### src/rtl/modport_ram.sv
// modport_ram: simple dual-port synchronous RAM, read-first, async active-low clear
module modport_ram #(
  parameter int ADDR_WIDTH = 8,
  parameter int DATA_WIDTH = 8
) (
  input  logic                  clk,
  input  logic                  rst,
  input  logic                  wr_enb,
  input  logic [ADDR_WIDTH-1:0] wr_addr,
  input  logic [DATA_WIDTH-1:0] wr_data,
  input  logic                  rd_enb,
  input  logic [ADDR_WIDTH-1:0] rd_addr,
  output logic [DATA_WIDTH-1:0] rd_data
);
  localparam int DEPTH = 1 << ADDR_WIDTH;
  logic [DATA_WIDTH-1:0] mem_q [DEPTH];
  logic [DATA_WIDTH-1:0] rd_data_q, rd_data_d;
  // read port holds its last value when idle; reads old contents on a same-address write
  always_comb rd_data_d = rd_enb ? mem_q[rd_addr] : rd_data_q;
  // storage array, fully cleared by reset so stale data never survives it
  always_ff @(posedge clk or negedge rst)
    if (!rst) mem_q <= '{default: '0};
    else if (wr_enb) mem_q[wr_addr] <= wr_data;
  // registered read data, one clock of latency
  always_ff @(posedge clk or negedge rst)
    if (!rst) rd_data_q <= '0;
    else rd_data_q <= rd_data_d;
  assign rd_data = rd_data_q;
endmodule

### config.mk
export PLATFORM = sky130hd
export DESIGN_NAME = modport_ram
export DESIGN_NICKNAME = d
export VERILOG_FILES = /design/src/rtl/modport_ram.sv
export SDC_FILE = /design/constraint.sdc
export NUM_CORES = 2
export LEC_CHECK = 0
export CORE_ASPECT_RATIO = 1.5
export CORE_MARGIN = 8
export CORE_UTILIZATION = 60
export DETAILED_ROUTE_END_ITERATION = 7
export HOLD_SLACK_MARGIN = 0.03
export PLACE_DENSITY = 0.85
export SLEW_MARGIN = 20
export SYNTH_ARGS = -nofsm -noshare
export SYNTH_HDL_FRONTEND = slang
export SYNTH_SLANG_ARGS = --single-unit
### constraint.sdc
create_clock -name clk -period 1.96 [get_ports clk]
set_input_delay 0.49 -clock clk [delete_from_list [all_inputs] [get_ports clk]]
set_output_delay 0.49 -clock clk [all_outputs]
set_load 0.02 [all_outputs]
==> impl_metrics.prom <==
# TYPE chip_impl_metric gauge
chip_impl_metric{name="ys.warnings.count",unit=""} 0
chip_impl_metric{name="power.density_cell_area",unit="nW/µm²"} 820.1
chip_impl_metric{name="drt-vias-per-instance",unit=""} 6.862
chip_impl_metric{name="netlist.area_leader.share",unit="%"} 54.50
chip_impl_metric{name="post_synth.cell_area_avg",unit="µm²"} 14.91
chip_impl_metric{name="place_ws",unit="ns"} -1.633
chip_impl_metric{name="ys_types",unit=""} 65
chip_impl_metric{name="p_clk_share",unit="%"} 40.7
chip_impl_info{name="synthMostInstantiatedCell",value="sky130_fd_sc_hd__dfrtp_1"} 1
chip_impl_metric{name="synthesis.area",unit="µm²"} 94410
chip_impl_metric{name="cts_buffers",unit=""} 184
chip_impl_metric{name="crit_required",unit="ns"} 2.70
chip_impl_metric{name="buffer_ports.inserted",unit=""} 35
chip_impl_info{name="min_path_type",value="input pin to flip-flop"} 1
chip_impl_info{name="yosysTopAreaCell",value="sky130_fd_sc_hd__dfrtp_1"} 1
chip_impl_metric{name="synth-edff-count",unit=""} 0
chip_impl_metric{name="drc_errors",unit=""} 0
chip_impl_metric{name="htree_levels",unit=""} 4
chip_impl_metric{name="cts_num_sinks",unit=""} 2056
chip_impl_metric{name="num-nets-final",unit=""} 7110
chip_impl_info{name="crit_path_top_delay_cell",value="sky130_fd_sc_hd__mux4_2"} 1
chip_impl_info{name="violations",value="negative setup slack"} 1
chip_impl_info{name="root_buffer_selected_by_cts",value="sky130_fd_sc_hd__clkbuf_16"} 1
chip_impl_metric{name="hold-path-cell-count",unit=""} 2
chip_impl_metric{name="overall_global_routing_usage",unit="%"} 35.09
chip_impl_metric{name="timing.final.hold_violations",unit=""} 0
chip_impl_info{name="critical_path.reg2reg.startpoint",value="mem_q[1754]"} 1
chip_impl_metric{name="post-route-util",unit="%"} 73.03
chip_impl_metric{name="slack_of_the_worst_reg_to_reg_path",unit="ns"} -0.38
chip_impl_info{name="post_synth_most_frequent_cells",value="sky130_fd_sc_hd__dfrtp_1, sky130_fd_sc_hd__mux2_2, sky130_fd_sc_hd__mux2i_1"} 1
chip_impl_metric{name="async_flop_share",unit="%"} 100.0
chip_impl_metric{name="start_util",unit="%"} 60.30
chip_impl_metric{name="dr_vias",unit=""} 63900
chip_impl_metric{name="postSynthNetCount",unit=""} 6361
chip_impl_info{name="dominantRegCellSynth",value="sky130_fd_sc_hd__dfrtp_1"} 1
chip_impl_metric{name="clk_pin_slew",unit="ns"} 0.07
chip_impl_metric{name="cpPeakStageDelay",unit="ns"} 0.47
chip_impl_metric{name="finalCriticalPeriod",unit="ns"} 2.336
chip_impl_metric{name="grt_remaining_overflow",unit=""} 0
chip_impl_info{name="critPathMostFrequentCell",value="sky130_fd_sc_hd__buf_4"} 1
chip_impl_info{name="rr_endpoint",value="rd_data[2]"} 1
chip_impl_metric{name="die_height",unit="µm"} 501.8
chip_impl_info{name="hold_path_startpoint",value="wr_data[2]"} 1
chip_impl_metric{name="antenna_found_initial",unit=""} 9
chip_impl_info{name="worst_setup_path_end_kind",value="flip-flop"} 1
chip_impl_info{name="timing.hold.worst_endpoint",value="mem_q[178]"} 1
chip_impl_metric{name="power.switching_fraction",unit="%"} 24.96
chip_impl_metric{name="worst_skew_pair_later_pin_latency",unit="ns"} 0.86
chip_impl_metric{name="postLayoutSetupSlackWorst",unit="ns"} -0.3762
chip_impl_metric{name="critical_path_peak_fanout",unit=""} 2
chip_impl_info{name="worstSetupStartpointType",value="flip-flop"} 1
chip_impl_metric{name="finalCritPeriodShare",unit="%"} 119.2
chip_impl_metric{name="endpoint_arrival_time_on_the_critical_path",unit="ns"} 3.08
chip_impl_metric{name="synth_seq_cells",unit=""} 2056
chip_impl_metric{name="wire_length_of_the_first_global_routing_pass",unit="µm"} 451200
chip_impl_metric{name="finalWirelength",unit="µm"} 303400
chip_impl_metric{name="fin_skew",unit="ns"} 0.03546
chip_impl_metric{name="drt_pre_antenna_iters",unit=""} 6
chip_impl_metric{name="setup_viol",unit=""} 85
chip_impl_info{name="cells_taking_the_most_area_after_synthesis",value="sky130_fd_sc_hd__dfrtp_1, sky130_fd_sc_hd__mux2_2, sky130_fd_sc_hd__mux4_2"} 1
chip_impl_info{name="cts_tree",value="built"} 1
chip_impl_metric{name="row_count",unit=""} 178
chip_impl_info{name="grt_setup_unrepaired",value="yes"} 1
chip_impl_metric{name="maxClockFrequency",unit="MHz"} 428.0
chip_impl_metric{name="core_region_area",unit="µm²"} 156600
chip_impl_metric{name="ios",unit=""} 36
chip_impl_metric{name="p_leak",unit="nW"} 54.86
chip_impl_info{name="critical_path_class",value="flip-flop to flip-flop"} 1
chip_impl_metric{name="flow.area_growth_from_synthesis",unit="%"} 21.11
chip_impl_metric{name="synth_cells",unit=""} 6333
chip_impl_metric{name="timing.reg2reg.worst_path_depth",unit=""} 9
chip_impl_metric{name="power.share.sequential",unit="%"} 48.7
chip_impl_metric{name="ys_seq_area_share",unit="%"} 54.50
chip_impl_metric{name="switchingPower",unit="W"} 0.02341
chip_impl_metric{name="via_count_of_the_first_global_routing_pass",unit=""} 68830
chip_impl_metric{name="tightestPinTransition",unit="ns"} 0.7767
chip_impl_metric{name="ant_nets",unit=""} 0
chip_impl_metric{name="die_width",unit="µm"} 339.9
chip_impl_metric{name="dpl.hpwl",unit="µm"} 200100
chip_impl_metric{name="drt-initial-drc-count",unit=""} 6376
chip_impl_metric{name="die_area",unit="µm²"} 170600
chip_impl_info{name="status",value="finished, violations left"} 1
chip_impl_metric{name="final_count_of_pins_violating_max_slew",unit=""} 0
chip_impl_metric{name="gp_congestion",unit=""} 1.022
chip_impl_metric{name="detail_route.wl_per_cell",unit="µm"} 32.59
chip_impl_metric{name="maxCapViolCount",unit=""} 0
chip_impl_metric{name="grt_start_max_net_pins",unit=""} 114
chip_impl_metric{name="timing.max_slew.rel_slack",unit="%"} 48.22
chip_impl_metric{name="drive_above_1_share",unit="%"} 55.47
chip_impl_metric{name="p_comb_share",unit="%"} 10.5
chip_impl_metric{name="cell_internal_pwr",unit="W"} 0.07036
chip_impl_metric{name="peak_ir_drop_on_the_vdd_network",unit="V"} 0.001008
chip_impl_metric{name="cts_buffer_depth",unit=""} 3
chip_impl_info{name="critical_path.cell_chain",value="mux4_2 -> mux2_4 -> a221oi_2 -> buf_4 -> a311oi_2 -> nor2_1 -> buf_4 -> nor3_2 -> a211o_1"} 1
==> critical path: cells and delay by family, from the launching register on <==
family	cells	cell delay (ns)
flops	1	0.40
buf+inv	2	0.35
compound gates	3	0.52
simple gates	2	0.20
mux	2	0.77
==> worst max-delay path by stage <==
stage | depth (start not counted) | to | startpoint
floorplan | 10 | rd_data[5] | rd_addr[0]
global placement | 11 | rd_data[0] | rd_addr[0]
detailed placement | 12 | rd_data[5] | rd_addr[0]
CTS | 9 | rd_data[2] | mem_q[1754]
global route | 9 | rd_data[2] | mem_q[1618]
finish | 9 | rd_data[2] | mem_q[1754]
==> timing repair <==
item | in CTS | in global routing
setup endpoints to repair | 18 | 339
pin swaps | 53 | 27
hold buffers | 2 | 0
hold endpoints to repair | 995 | 0
resized for setup | 229 | 84
cloned | 3 | 2
buffers inserted | 10 | 9
==> power groups by stage <==
stage / sequential, W / combinational [W] / clock (W)
finish: 0.0457 / 0.00986 / 0.0382
global route: 0.0459 / 0.0102 / 0.0399
CTS: 0.0456 / 0.00951 / 0.0383
detailed placement: 0.0464 / 0.00913 / 0
global placement: 0.0462 / 0.00880 / 0
floorplan: 0.0459 / 0.00501 / 0
==> state kept, by name (all words and copies together) (netlist names) <==
name / flops
rd_data: 8
mem_q: 2048
==> through the flow <==
stage                     instances  power (W)  setup TNS, ns  hold WS [ns]  cell area, µm²
after global routing           9306    0.09602         -2.620        0.1443          114300
after CTS                      9294    0.09342         -1.924        0.1366          113800
final                          9312    0.09377         -3.635        0.1722          114300
after global placement         8943    0.05495       -1385.78        0.4786          106400
after floorplan                6333    0.05093         -85.16        0.1944           95470
after detailed placement       8944    0.05549       -1436.22        0.4869          106400
==> per-layer routing <==
| layer | wire length (µm) | vias to the layer above | global-route usage [%] | part of all wire (%) |
|---|---|---|---|---|
| li1 | - | 25130 | - | - |
| met1 | 102500 | 33490 | 40.78 | 34 |
| met2 | 142300 | 3851 | 55.13 | 47 |
| met3 | 27800 | 1430 | 8.507 | 9.2 |
| met4 | 30840 | 0 | 29.44 | 10 |
| met5 | 0 | - | 0 | 0 |
==> cells in the final DEF (no fill, tap or decap), types with 9 or more instances in the layout <==
master and count:
sky130_fd_sc_hd__buf_4 702, sky130_fd_sc_hd__clkinv_2 33, sky130_fd_sc_hd__clkinvlp_4 12, sky130_fd_sc_hd__mux4_1 21
sky130_fd_sc_hd__nor2_4 97, sky130_fd_sc_hd__mux4_2 309, sky130_fd_sc_hd__dfrtp_1 2050, sky130_fd_sc_hd__a2111oi_2 20
sky130_fd_sc_hd__buf_12 275, sky130_fd_sc_hd__mux2_2 2049, sky130_fd_sc_hd__clkbuf_1 35, sky130_fd_sc_hd__nand2_1 194
sky130_fd_sc_hd__nor2_2 21, sky130_fd_sc_hd__o221ai_1 62, sky130_fd_sc_hd__o22ai_2 12, sky130_fd_sc_hd__a21oi_1 62
sky130_fd_sc_hd__bufinv_16 16, sky130_fd_sc_hd__a211oi_1 23, sky130_fd_sc_hd__a22oi_1 13, sky130_fd_sc_hd__and2_1 10
sky130_fd_sc_hd__nor3_1 13, sky130_fd_sc_hd__a221oi_1 18, sky130_fd_sc_hd__clkbuf_16 192, sky130_fd_sc_hd__nand3_1 18
sky130_fd_sc_hd__buf_16 9, sky130_fd_sc_hd__o21ai_1 19, sky130_fd_sc_hd__nor2_1 79, sky130_fd_sc_hd__clkbuf_8 49
sky130_fd_sc_hd__a21oi_2 16, sky130_fd_sc_hd__o22ai_1 105, sky130_fd_sc_hd__mux2i_1 381, sky130_fd_sc_hd__o21ai_0 34
sky130_fd_sc_hd__a2111oi_4 18, sky130_fd_sc_hd__clkdlybuf4s50_1 10, sky130_fd_sc_hd__nand2_2 43, sky130_fd_sc_hd__buf_6 18
==> cell type report <==
| class | count | area (µm²) |
|---|---|---|
| sequential | 2056 | 51460 |
| clock inverter | 72 | 877.1 |
| tap | 2070 | 2590 |
| multi-input combinational | 3801 | 42310 |
| antenna | 8 | 20.02 |
| clock buffer | 266 | 5450 |
| timing repair buffer | 1033 | 11600 |
| inverter | 6 | 28.78 |
| fill | 8396 | 42230 |
==> cells by family (layout without fill, tap and decap cells) <==
| family | after synthesis | count (layout) | share of synthesized area [%] |
|---|---|---|---|
| other | 0 | 8 | 0 |
| muxes | 2769 | 2769 | 36.57 |
| buffers and inverters | 476 | 1377 | 2.901 |
| and+or+nand+nor | 555 | 555 | 2.501 |
| AOI/OAI and AO/OA | 477 | 477 | 3.533 |
| DFF | 2056 | 2056 | 54.50 |
No activity file was read; power rests on OpenSTA's default activity.
